===== config.mk =====
export PLATFORM = sky130hd
export DESIGN_NAME = hb_pwm_gen
export DESIGN_NICKNAME = d
export VERILOG_FILES = /design/src/rtl/hb_pwm_gen.sv
export SDC_FILE = /design/constraint.sdc
export NUM_CORES = 1
export LEC_CHECK = 0
export CAP_MARGIN = 20
export CORE_MARGIN = 2
export CORE_UTILIZATION = 49
export CTS_BUF_LIST = sky130_fd_sc_hd__clkbuf_16
export DETAILED_ROUTE_END_ITERATION = 12
export GPL_ROUTABILITY_DRIVEN = 0
export PLACE_DENSITY = 0.7
export SYNTH_ARGS = -nofsm -noshare
export SYNTH_HDL_FRONTEND = slang
export SYNTH_SLANG_ARGS = --single-unit

===== constraint.sdc =====
create_clock -name clk -period 5 [get_ports clk]
set_input_delay 0.75 -clock clk [delete_from_list [all_inputs] [get_ports clk]]
set_output_delay 0.75 -clock clk [all_outputs]
set_load 0.1 [all_outputs]

===== src/rtl/hb_pwm_gen.sv =====
// hb_pwm_gen: multi-channel complementary PWM with prescaler, dead time, period-synchronous duty reload and interrupt timebase.
// Define HB_FAULT_EN to add the fault_n input with a latched gate shutdown.
module hb_pwm_gen #(
    parameter int PRESC   = 600,
    parameter int DW      = 10,
    parameter int NCH     = 2,
    parameter int DT      = 4,
    parameter int INT_DIV = 10,
    parameter int INT_HI  = 5
) (
    input  logic              clk,
    input  logic              rst_n,
    input  logic              ce,
    input  logic [NCH*DW-1:0] duty,
`ifdef HB_FAULT_EN
    input  logic              fault_n,
    output logic              fault_latched,
`endif
    output logic [NCH-1:0]    s,
    output logic [NCH-1:0]    nots,
    output logic              clk_int,
    output logic              period_start
);
    localparam int PW = PRESC > 1 ? $clog2(PRESC) : 1;
    localparam int CW = DT > 0 ? $clog2(DT + 1) : 1;
    localparam int IW = $clog2(INT_DIV);

    logic [PW-1:0]  pre_cnt;
    logic [DW-1:0]  car;
    logic [DW-1:0]  shadow [NCH];
    logic [CW-1:0]  cnt [NCH];
    logic [CW-1:0]  cnt_n [NCH];
    logic [NCH-1:0] raw, raw_q, s_n, n_n;
    logic [IW-1:0]  int_cnt, int_nxt;
    logic           tick, wrap, flt;

    assign tick    = ce && pre_cnt == PW'(PRESC - 1);
    assign wrap    = tick && car == '1;
    assign int_nxt = int_cnt == IW'(INT_DIV - 1) ? '0 : int_cnt + 1'b1;

`ifdef HB_FAULT_EN
    logic [1:0] fsync;
    always_ff @(posedge clk or negedge rst_n) begin
        if (!rst_n) begin
            fsync         <= 2'b11;
            fault_latched <= 1'b0;
        end else begin
            fsync         <= {fsync[0], fault_n};
            fault_latched <= fault_latched | ~fsync[1];
        end
    end
    assign flt = ~fsync[1] | fault_latched;
`else
    assign flt = 1'b0;
`endif

    // the level counter restarts at 0 on each raw change, so a level must persist past DT ticks to drive a gate
    always_comb begin
        for (int i = 0; i < NCH; i++) begin
            raw[i]   = car < shadow[i];
            cnt_n[i] = raw[i] != raw_q[i] ? '0 : cnt[i] >= CW'(DT) ? CW'(DT) : cnt[i] + 1'b1;
            s_n[i]   = raw[i] && cnt_n[i] >= CW'(DT);
            n_n[i]   = !raw[i] && cnt_n[i] >= CW'(DT);
        end
    end

    always_ff @(posedge clk or negedge rst_n) begin
        if (!rst_n) begin
            pre_cnt      <= '0;
            car          <= '0;
            int_cnt      <= '0;
            clk_int      <= 1'b0;
            period_start <= 1'b0;
            raw_q        <= '0;
            s            <= '0;
            nots         <= '0;
            for (int i = 0; i < NCH; i++) begin
                shadow[i] <= '0;
                cnt[i]    <= '0;
            end
        end else begin
            period_start <= wrap;
            if (ce)
                pre_cnt <= tick ? '0 : pre_cnt + 1'b1;
            if (tick) begin
                car   <= car + 1'b1;
                raw_q <= raw;
                s     <= s_n;
                nots  <= n_n;
                for (int i = 0; i < NCH; i++)
                    cnt[i] <= flt ? '0 : cnt_n[i];
            end
            if (wrap) begin
                int_cnt <= int_nxt;
                clk_int <= int_nxt < IW'(INT_HI);
                for (int i = 0; i < NCH; i++)
                    shadow[i] <= duty[i*DW +: DW];
            end
            // shutdown overrides tick/ce gating
            if (flt) begin
                s    <= '0;
                nots <= '0;
                for (int i = 0; i < NCH; i++)
                    cnt[i] <= '0;
            end
        end
    end
endmodule


# After elaboration in Yosys (flattened, before gate mapping)
# Index checks and enable logic that the tools add are counted.
# classes
add_sub_neg	5
order_cmp	7
eq_ne	5
muxes	6
reduce_logical	8
# ops
op	count
$add A10 B1 Y10 const B	2
$eq A10 B10 Y1 const B	2
$lt A10 B10 Y1	2
$ge A3 B3 Y1 const B	4
$mux W3	4
$mux W10	1
$add A3 B1 Y3 const B	2
$logic_and A1 B1 Y1	6
$add A4 B1 Y4 const B	1
$eq A4 B4 Y1 const B	1
$lt A4 B3 Y1 const B	1
$mux W4	1
$logic_not A1 Y1	2
$ne A1 B1 Y1	2
# totals
regBits	58
input_bits	23
out_inout_bits	6
wordCells	43

# Depth between registers and ports, before layout
# depth
depth_word	5
mapped_depth	7
mapped_depth_nobuf	7

# Least setup slack after synthesis
# No wires, ideal clock.
# synth_timing
kind	in2reg
start	input ce
end	register shadow[15] (netlist bit)
setup_ns	0.125
arrival_ns	1.986
t_required_ns	4.875
setup_slack_ns	2.889
path_stages	5
n_path_buf	1
path_cell_list	and3_2 > nand3_4 > or4_4 > buf_6 > mux2_4
# synth_via
elab_chain_len	2
# synth_rtl
item	line_no	rtl
from (decl)	13	input logic ce,
$logic_and A1 B1 Y1	37	assign tick = ce && pre_cnt == PW'(PRESC - 1);
$logic_and A1 B1 Y1	38	assign wrap = tick && car == '1;
to (signal, indexed assignment)	97	shadow[i] <= duty[i*DW +: DW];
to (decl)	30	logic [DW-1:0] shadow [NCH];
# Every way passes these cells.
# A chain may end at the register's enable or synchronous reset.

# Worst setup path in the final report
# layout_timing
start	input ce
end	register int_cnt[1]
# layout_via
elab_chain_len	2
# layout_rtl
item	line_no	rtl
$logic_and A1 B1 Y1	37	
$logic_and A1 B1 Y1	38	
to (signal assigned)	94	int_cnt <= int_nxt;
to (decl)	34	logic [IW-1:0] int_cnt, int_nxt;
# Every way passes these cells.

==> impl_metrics.tcl <==
set metrics [dict create \
    drive_gt1_share_pct 7.29 \
    design.core.area_um2 5920 \
    synthesis.area_um2 3010 \
    critPathCaptureType "register" \
    postCtsSetupBuffers 0 \
    grt_pass1_vias 2151 \
    synth.largest_area_cell "dfrtp_1" \
    crit_fanout 41 \
    drv_cap 0 \
    tns_ns 0 \
    grtUsageTotal_pct 18.5 \
    cts_hold_buf 0 \
    cts_resized 0 \
    syn_inst 305 \
    crit_path_start_kind "input port" \
    setup_slack_ns 2.33 \
    yosys-top-cells-area "dfrtp_1 (48%), ha_1 (10%), nand2_1 (5.7%)" \
    die_w_um 82.4 \
    antenna_left 0 \
    crit_slowest_cell "clkdlybuf4s50_1" \
    num_rows 28 \
    wl_per_cell_um 13.0 \
    cts_max_path_buffers 2 \
    ios 29 \
    min_path_type "reg2reg" \
    viasPerCell 5.18 \
    clkLatencyLatePin_ns 0.32 \
    synth-edff-count 0 \
    critPathMaxStageDelay_ns 0.56 \
    finClkSkew_ns 0.00623 \
    syn_area_per_cell_um2 9.86 \
    arrival_ns 2.87 \
    grt-ovfl-total 0 \
    die_h_um 82.4 \
    numCtsBuffers 9 \
    antenna_found_initial 0 \
    drt_iter0_drc 126 \
    cpLargestDelayFamily "buffers and inverters" \
    slew_violations 0 \
    synth_cell_types 37 \
    fin_crit_ns 2.67 \
    start_util_pct 50.8 \
    report.final.setup_viol 0 \
    ys_seq_elements 58 \
    dp_slack_ns 1.99 \
    critPathRequiredTime_ns 5.20 \
    fmax_mhz 375 \
    synth_top_area_share_pct 48.3 \
    fin_total_pwr_uw 1130 \
    ys_seq_area_share_pct 48.3 \
    wl_um 5430 \
    powerDensity_nw_per_um2 313 \
    areaGrowthSynthToFinish_pct 19.9 \
    period_share_pct 53.4 \
    cp_num_buf_inv 2 \
    path_cells "clkdlybuf4s50_1, and3_2, nand3_4, nor4_4, buf_4, nand2_1, mux2_2" \
    max-slew-margin-rel_pct 34.9 \
    port_buffers 28 \
    worst_hold_slack_ns 0.476 \
    cts_tree "yes" \
    vdd_drop_max_v 0.000252 \
    final_hold_viol_count 0 \
    dieArea_um2 6780 \
    drt_drc_violations_left 0 \
    postSynth.asyncResetShare_pct 100 \
    clkSinkCount 58 \
    htreeDepth 3 \
    vias 2167 \
    hpwl_um 3810 \
    yosysWarnings 0 \
    worst_pin_slew_ns 0.973 \
    firstDrtPassIters 4 \
    worstSetupPathType "in2reg" \
    diodes 0 \
    dominantRegCellSynth "dfrtp_1" \
    nNetsFinal 385 \
    clk_pin_slew_ns 0.05 \
    status "completed" \
    grt_start_max_net_pins 59 \
    rsz0062_at_grt "false" \
    synth_fp_nets 352 \
    grt_pass1_wl_um 9430 \
    cts-root-buf "clkbuf_16" \
    leakagePower_uw 0.00174 \
]
## worst reg2reg max path: stages (launching register included)
cell	delay [ns]
dfrtp_1	0.39
ha_1	0.18
and3_2	0.23
nand3_4	0.26
nor4_4	0.29
buf_4	0.36
nand2_1	0.11
mux2_2	0.28
## state kept, by name, indices dropped and copies added, names as in the netlist, 2 cells and up
signal,flops
shadow,20
car,10
pre_cnt,10
cnt,6
int_cnt,4
nots,2
raw_q,2
s,2
## synthesized netlist by cell type, types with 2 or more instances
cell       n
o41ai_1    4
a41oi_1    2
inv_1     31
nor2b_1    2
nand4_1    7
a21oi_1    7
clkbuf_1   4
xnor2_1   11
dfrtp_1   58
o21ai_0   27
and2_1     3
mux2_2     2
nor2_1    19
buf_2      2
nand3_1    6
ha_1      24
nand3b_1   2
or3_1      2
nand2_1   46
mux2_4     2
o31ai_1    4
a211o_1    2
a211oi_1   8
nor3_1     4
xor2_1     8
and3_1     7
## area by class of cell
type	count	area [um^2]
timing repair buffer	30	290
inverter	31	116
clock inverter	7	28.8
clock buffer	9	225
tap	75	93.8
fill	491	2310
sequential	58	1450
multi-input combinational	208	1400
## cells in the final DEF (no fill, tap or decap), types with 8 or more instances in the layout
cell	n
dfrtp_1	58
ha_1	24
clkbuf_16	9
xnor2_1	11
a211oi_1	8
o21ai_0	27
nand2_1	46
xor2_1	8
inv_1	33
nor2_1	19
clkdlybuf4s50_1	27
## cell families (layout without fill, tap and decap cells)
group	count (synthesis)	in the layout	synth area share [%]
and+or+nand+nor	105	105	17.7
DFF	58	58	48.3
AOI/OAI and AO/OA	56	56	11.6
buffers and inverters	39	77	5.20
adders and majority gates	24	24	9.98
xor gates and xnor gates	19	19	5.53
muxes	4	4	1.75
## through the flow
stage | cells | util, % | area [um^2]
3_5_place_dp | 402 | 56.6 | 3350
6_report | 418 | 60.9 | 3610
4_1_cts | 418 | 60.9 | 3610
5_1_grt | 418 | 60.9 | 3610
2_1_floorplan | 305 | - | 3010
3_3_place_gp | 402 | 56.6 | 3350
## routing by layer
metal	vias to the layer above	share of wire, %	global-route usage [%]
met5	-	0	0
met4	0	1.1	6.00
met3	7	3.4	5.54
met2	31	48	31.0
met1	1019	47	23.0
li1	1110	-	-
## power by group
group	switching [uW]	total, uW	leakage (uW)	internal, uW
Combinational	39.6	85.9	0.000899	46.3
Clock	192	515	0.000134	323
Sequential	31.7	528	0.000706	497
## path summary, 6_finish.rpt
check	from	to	cells after the start	slack, ns
worst min register to register	nots[0]	nots[0]	2	0.48
max in group asynchronous	rst_n	pre_cnt[5]	2	3.95
worst max-delay path	ce	int_cnt[1]	7	2.33
min in group asynchronous	rst_n	shadow[17]	2	0.56
worst max register to register	pre_cnt[0]	int_cnt[1]	7	2.79
worst min-delay path	nots[0]	nots[0]	2	0.48
(Power assumes the default switching activity.)
